===== src/rtl/pipe_skid_reg.sv =====
// Pipeline-stage register with valid/ready handshake, 2-entry skid buffer,
// synchronous flush and saturating stall/bubble performance counters.
module pipe_skid_reg #(
  parameter int DATA_W = 32,
  parameter int CNT_W  = 16
) (
  input  logic              i_clk,
  input  logic              i_rst,
  input  logic              i_valid,
  output logic              o_ready,
  input  logic [DATA_W-1:0] i_data,
  output logic              o_valid,
  input  logic              i_ready,
  output logic [DATA_W-1:0] o_data,
  input  logic              i_flush,
  input  logic              i_cnt_clr,
  output logic [CNT_W-1:0]  o_stall_cnt,
  output logic [CNT_W-1:0]  o_bubble_cnt
);

  function automatic logic [CNT_W-1:0] sat_inc(input logic [CNT_W-1:0] c,
                                               input logic en);
    if (en && (c != {CNT_W{1'b1}})) return c + CNT_W'(1);
    return c;
  endfunction

  logic              main_vld_q, main_vld_d;
  logic              skid_vld_q, skid_vld_d;
  logic [DATA_W-1:0] main_data_q, main_data_d;
  logic [DATA_W-1:0] skid_data_q, skid_data_d;
  logic [CNT_W-1:0]  stall_q, stall_d;
  logic [CNT_W-1:0]  bubble_q, bubble_d;
  logic              in_xfer, out_xfer;

  // o_ready comes straight from a flop, so upstream never sees i_ready combinationally.
  assign o_ready  = ~skid_vld_q;
  assign o_valid  = main_vld_q;
  assign o_data   = main_data_q;
  assign in_xfer  = i_valid & o_ready;
  assign out_xfer = main_vld_q & i_ready;

  assign o_stall_cnt  = stall_q;
  assign o_bubble_cnt = bubble_q;

  always_comb begin
    main_vld_d  = main_vld_q;
    skid_vld_d  = skid_vld_q;
    main_data_d = main_data_q;
    skid_data_d = skid_data_q;
    if (i_flush) begin
      main_vld_d  = 1'b0;
      skid_vld_d  = 1'b0;
      main_data_d = '0;
      skid_data_d = '0;
    end else if (!main_vld_q) begin
      if (in_xfer) begin
        main_vld_d  = 1'b1;
        main_data_d = i_data;
      end
    end else if (!skid_vld_q) begin
      if (in_xfer && out_xfer) begin
        main_data_d = i_data;
      end else if (in_xfer) begin
        skid_vld_d  = 1'b1;
        skid_data_d = i_data;
      end else if (out_xfer) begin
        // main_data_q keeps the last delivered bundle while idle
        main_vld_d = 1'b0;
      end
    end else if (out_xfer) begin
      main_data_d = skid_data_q;
      skid_vld_d  = 1'b0;
    end
  end

  always_comb begin
    stall_d  = sat_inc(stall_q, main_vld_q & ~i_ready);
    bubble_d = sat_inc(bubble_q, ~main_vld_q);
    if (i_cnt_clr) begin
      stall_d  = '0;
      bubble_d = '0;
    end
  end

  always_ff @(posedge i_clk or posedge i_rst) begin
    if (i_rst) begin
      main_vld_q  <= 1'b0;
      skid_vld_q  <= 1'b0;
      main_data_q <= '0;
      skid_data_q <= '0;
      stall_q     <= '0;
      bubble_q    <= '0;
    end else begin
      main_vld_q  <= main_vld_d;
      skid_vld_q  <= skid_vld_d;
      main_data_q <= main_data_d;
      skid_data_q <= skid_data_d;
      stall_q     <= stall_d;
      bubble_q    <= bubble_d;
    end
  end

endmodule

===== config.mk =====
export PLATFORM = sky130hd
export DESIGN_NAME = pipe_skid_reg
export DESIGN_NICKNAME = d
export VERILOG_FILES = /design/src/rtl/pipe_skid_reg.sv
export SDC_FILE = /design/constraint.sdc
export NUM_CORES = 1
export LEC_CHECK = 0
export ABC_AREA = 1
export BUFFER_PORTS_ARGS = -buffer_cell sky130_fd_sc_hd__buf_4
export CAP_MARGIN = 5
export CORE_ASPECT_RATIO = 0.6
export CORE_MARGIN = 5
export CORE_UTILIZATION = 59
export CTS_CLUSTER_DIAMETER = 200
export DETAILED_ROUTE_END_ITERATION = 12
export PLACE_DENSITY = 0.92
export SYNTH_ARGS = -nofsm -noshare
export SYNTH_HDL_FRONTEND = slang
export SYNTH_SLANG_ARGS = --single-unit

===== constraint.sdc =====
create_clock -name i_clk -period 8.7 [get_ports i_clk]
set_input_delay 1.74 -clock i_clk [delete_from_list [all_inputs] [get_ports i_clk]]
set_output_delay 1.74 -clock i_clk [all_outputs]
set_load 0.03 [all_outputs]

# ---- Word level (Yosys, flattened, before mapping)
# Index checks and enable logic that the tools add are counted.
dict set report totals {
  regBits 98
  in_bits 38
  output_inout_bits 66
  wordCells 59
}
dict set report classes {
  addsub 2
  n_eq_ne 6
  mux 29
  bitwise 6
  n_reduce_logical 10
}
# operator n
set op_table {}
lappend op_table {{32-bit two-way mux} 10}
lappend op_table {{16-bit two-way mux} 6}
lappend op_table {{16-bit by 1-bit adder with 16-bit output, second input constant} 2}
lappend op_table {{16-bit inequality test, second input constant} 2}
lappend op_table {{1-bit two-way mux} 13}
lappend op_table {{2-bit nonzero test} 4}
lappend op_table {{2-bit inequality test, second input constant} 2}
lappend op_table {{4-bit by 2-bit inequality test with 1-bit output, second input constant} 1}
lappend op_table {{4-bit by 3-bit inequality test with 1-bit output, second input constant} 1}
lappend op_table {{4-bit AND reduction} 1}
lappend op_table {{1-bit AND} 3}
lappend op_table {{1-bit logical AND} 3}
lappend op_table {{1-bit inverter} 3}
lappend op_table {{3-bit AND reduction} 1}
lappend op_table {{3-bit nonzero test} 1}

# ---- Longest topological paths before layout
dict set report logic_depth {
  depth_word 7
  depth_mapped 9
  mapped_depth_nobuf 9
}

# ---- Worst setup path before layout
# OpenSTA, ideal clock, no wires.
dict set report synth_path {
  path_type {in2reg}
  startpoint {in i_flush}
  endpoint {reg skid_data_q[19]}
  setup_ns 0.065
  arrival_time_ns 2.512
  required_time_ns 8.635
  setup_slack_ns 6.123
  path_stages 6
  n_path_buf 3
  cell_sequence {buf_2 -> inv_1 -> buf_2 -> buf_2 -> nand3_1 -> nand2_1}
}
dict set report synth_between {
  elab_chain_len 2
  word_cells_on_any_way 6
}
# element line
set synth_rtl {}
lappend synth_rtl {{from (decl)} 15} ;# input logic i_flush,
lappend synth_rtl {{2-bit inequality test (no source line) or 2-bit nonzero test (tied branches)} --}
lappend synth_rtl {{4-bit AND reduction (no source line)} --}
lappend synth_rtl {{to (signal assigned)} 97} ;# skid_data_q <= skid_data_d;
lappend synth_rtl {{to (decl)} 30} ;# logic [DATA_W-1:0] skid_data_q, skid_data_d;
# Several ways; a longest one is shown, not always the timed one.
# A chain may end at the register's enable or synchronous reset.

# ---- Final worst setup path
dict set report layout_path {
  startpoint {in i_flush}
  endpoint {reg main_data_q[5], in the netlist o_data[5]}
}
dict set report layout_between {
  elab_chain_len 2
  word_cells_on_any_way 5
}
# element line
set layout_rtl {}
lappend layout_rtl {{4-bit by 3-bit inequality test with 1-bit output (no source line), or another cell as far along} --}
lappend layout_rtl {{3-bit AND reduction (no source line)} --}
lappend layout_rtl {{to (signal assigned)} 96} ;# main_data_q <= main_data_d;
lappend layout_rtl {{to (decl)} 29} ;# logic [DATA_W-1:0] main_data_q, main_data_d;
# Several ways; a longest one is shown, not always the timed one.

==> impl_summary.txt <==
----------------------------------------------------
[Global route]
  Overflow after GRT ... 0
  Wire length of the first global-routing pass ... 21,100 um
  Maximum number of pins on one net before global-route repair ... 65
  Vias in the first global route ... 4,334
  Gr usage total ... 0.248
  Highest-utilization routing layer at the global route stage ... met1
  Number of antenna violations at the first check in global routing ... 0
  GRT met1 Usage ... 0.375
  GR met3 Demand/Resource ... 0.0539
  Met2 Resource Use GR ... 0.366

[Timing]
  Rel. slew slack ... 0.281
  Setup_tns ... 0 ns
  Post-route clock period utilization ... 0.355
  Fin. max-slew vios ... 0
  Final hold violations ... 0
  Setup violations, final ... 0
  Max Clk Rate ... 324 MHz
  Worst clock skew on the final layout ... 0.00809 ns
  Slew at the pin with the worst max-slew slack ... 1.08 ns
  Shortest clock period the worst path allows after layout ... 3.09 ns
  RSZ-0062 raised after global routing ... false

[Die]
  Starting density of the core ... 0.602
  Full die area ... 0.0107 mm2
  Floorplan die height ... 82.0 um
  Die Width ... 130 um
  Total core area ... 0.00846 mm2
  Count of boundary I/O pins ... 104
  # rows ... 26

[Route]
  Via Count ... 4,908
  Avg Vias per Cell ... 5.60
  Post-route antenna net violation count ... 0
  DRC violations left ... 0
  Violation count after the first detailed-routing iteration ... 619
  Avg WL per Cell ... 14.8 um
  Routed Wire Length ... 13,000 um
  1st-pass router iterations ... 6

[Power and ir drop]
  Ratio of total power to cell area ... 172 mW/mm2
  Leakage power ... 3.10 nW
  Net load switching power ... 0.000291 W
  Flop pwr share ... 0.465
  Part of the power in combinational logic ... 0.154
  Largest voltage drop on the vdd net ... 0.000129 V
  Cell internal pwr ... 0.000773 W
  Power Total ... 0.00106 W
  Clock power frac ... 0.380
  Switching power as a share of total power ... 0.273

[Place]
  Routability congestion estimate ... 0.922
  Detailed placer's ending HPWL ... 9130 um
  Port-buffer cells ... 103
  Number of placed instances, taps included ... 861

[Clock tree]
  Register clock-pin slew on the reported worst setup and hold paths ... 0.07 ns
  Sinks on the clock net ... 98
  CTS tree ... done
  CTS H-tree depth ... 3
  Clock buffers created by TritonCTS ... 9
  Cts hold-fix bufs ... 0
  Number of setup buffers added after CTS ... 0
  Worst skew pair latency ... 0.34 ns
  Resized cells post-CTS ... 0
  Deepest clock path buffer count ... 2
  CTS root buffer ... sky130_fd_sc_hd__clkbuf_16

[Layout]
  Total number of nets in the final design ... 800
  Fraction of the core area covered by cells at the end of the flow ... 0.730
  Non-filler cells, final ... 877
  Share of cells above drive strength 1 ... 0.174
  Layout-stage area growth over the synthesis result ... 21.2%
  Ant diodes ... 0

[Logic synthesis]
  Synth top area share ... 0.482
  Post-synth EDFFs ... 0
  Synthesized area divided by synthesized cell count ... 7.53 um2
  Share of flip-flops with an asynchronous set or reset ... 1.00
  Cell accounting for the most synthesized area ... sky130_fd_sc_hd__dfrtp_1
  Cells taking the most area after synthesis ... sky130_fd_sc_hd__dfrtp_1 (48%), sky130_fd_sc_hd__nand2_1 (10%), sky130_fd_sc_hd__nand3_1 (9.8%)
  Net count after synthesis ... 716
  Sequential fraction of the synthesis area ... 0.482
  Total of warnings raised by yosys ... 0
  Primary FF master, synth ... sky130_fd_sc_hd__dfrtp_1
  Summed instance area of the synthesized netlist ... 0.00509 mm2
  Most instantiated cells after synthesis ... sky130_fd_sc_hd__nand2_1 (138), sky130_fd_sc_hd__nor2_1 (103), sky130_fd_sc_hd__nand3_1 (100)
  FF+latch count, synth ... 98
  Count leader, synth ... sky130_fd_sc_hd__nand2_1
  Unique masters post-synth ... 23
  Number of instances in the synthesized netlist ... 676

[Run status]
  Result of the run ... finished clean

[Worst setup path]
  Data required time of the critical path ... 8.94 ns
  Largest driver fanout on the critical path ... 64
  Arrival time worst endpoint ... 3.33 ns
  Type of the worst setup path ... in -> reg
  Startpoint type of the worst setup path ... input port
  Critical path capture point type ... flop

[Flow run]
  Count of maximum capacitance violations ... 0

[Worst hold path]
  Worst hold-check path type ... reg -> reg

----------------------------------------------------
## cells by family after synthesis
logic type | Yosys count | share of synthesized area
flip-flops | 98 | 0.482
XOR/XNOR | 12 | 0.0206
buffers and inverters | 88 | 0.0727
AND/OR/NAND/NOR | 362 | 0.307
AO/OA/AOI/OAI | 114 | 0.114
adder cells (fa/ha/maj) | 2 | 0.00491
## path summary, 6_finish.rpt
kind	startpoint	to	slack (ns)	cells past startpoint
setup / recovery	i_flush	o_data[5]$_DFFE_PP0P_	5.61	5
max in group asynchronous	i_rst	o_data[22]$_DFFE_PP0P_	6.17	3
setup reg to reg	skid_vld_q$_DFFE_PP0N_	o_data[26]$_DFFE_PP0P_	5.83	4
min in group asynchronous	i_rst	skid_data_q[5]$_DFFE_PP0P_	1.46	2
hold / removal	skid_data_q[22]$_DFFE_PP0P_	skid_data_q[22]$_DFFE_PP0P_	0.52	2
hold reg to reg	skid_data_q[22]$_DFFE_PP0P_	skid_data_q[22]$_DFFE_PP0P_	0.52	2
## through the flow
stage               hold WS [ns]  worst slack, ns  cell area [um2]
detailed placement         0.499             5.29             5870
floorplan                  0.473             4.40             5090
finish                     0.516             5.61             6170
global route               0.548             5.42             6170
global placement           0.493             5.38             5870
CTS                        0.516             5.62             6170
## state kept, by name (all words and copies together) (netlist names)
register,count
o_bubble_cnt,16
o_valid,1
o_data,32
o_stall_cnt,16
skid_vld_q,1
skid_data_q,32
## cells in the final DEF, fill, tap and decap left out
master,Yosys,layout
sky130_fd_sc_hd__a21oi_1,48,48
sky130_fd_sc_hd__buf_4,5,106
sky130_fd_sc_hd__bufinv_16,0,1
sky130_fd_sc_hd__clkbuf_1,8,1
sky130_fd_sc_hd__clkbuf_16,0,9
sky130_fd_sc_hd__clkbuf_8,0,2
sky130_fd_sc_hd__clkinv_1,1,1
sky130_fd_sc_hd__clkinv_2,0,2
sky130_fd_sc_hd__dfrtp_1,98,98
sky130_fd_sc_hd__ha_1,2,2
sky130_fd_sc_hd__inv_1,51,50
sky130_fd_sc_hd__inv_2,3,3
sky130_fd_sc_hd__inv_4,0,1
sky130_fd_sc_hd__inv_6,0,1
sky130_fd_sc_hd__nand2_1,138,138
sky130_fd_sc_hd__nand2_2,1,1
sky130_fd_sc_hd__nand3_1,100,100
sky130_fd_sc_hd__nand3b_1,8,8
sky130_fd_sc_hd__nand4_1,5,5
sky130_fd_sc_hd__nor2_1,103,103
sky130_fd_sc_hd__nor2_2,4,4
sky130_fd_sc_hd__nor2_4,3,3
sky130_fd_sc_hd__o21ai_0,60,60
sky130_fd_sc_hd__o21ai_1,3,3
sky130_fd_sc_hd__o21bai_1,3,3
sky130_fd_sc_hd__xnor2_1,1,1
sky130_fd_sc_hd__xor2_1,11,11
## power groups by stage
stage	combinational, W	sequential (W)	clock (W)
2_1_floorplan	0.0000614	0.000540	0
3_3_place_gp	0.000160	0.000502	0
3_5_place_dp	0.000164	0.000503	0
4_1_cts	0.000165	0.000495	0.000413
5_1_grt	0.000178	0.000498	0.000430
6_report	0.000164	0.000495	0.000405
## area by class of cell
type | count | area [um2]
Clock buffer | 12 | 256
Sequential cell | 98 | 2450
Multi-Input combinational cell | 490 | 2270
Inverter | 55 | 209
Timing Repair Buffer | 106 | 796
Tap cell | 112 | 140
Clock inverter | 4 | 48.8
Fill cell | 673 | 2290
## worst max-delay path: stages
cell and delay [ns]:
sky130_fd_sc_hd__buf_4 0.33, sky130_fd_sc_hd__inv_1 0.12, sky130_fd_sc_hd__nand2_2 0.80, sky130_fd_sc_hd__nor2_1 0.12
sky130_fd_sc_hd__a21oi_1 0.19
## routing by layer
metal  part of all wire  vias up  wire length, um
met5                  0        -                0
met4              0.011        0              142
met3              0.093       14             1210
met2               0.44      226             5700
met1               0.46     2297             5940
li1                   -     2371                -
No activity file was read; power rests on OpenSTA's default activity.
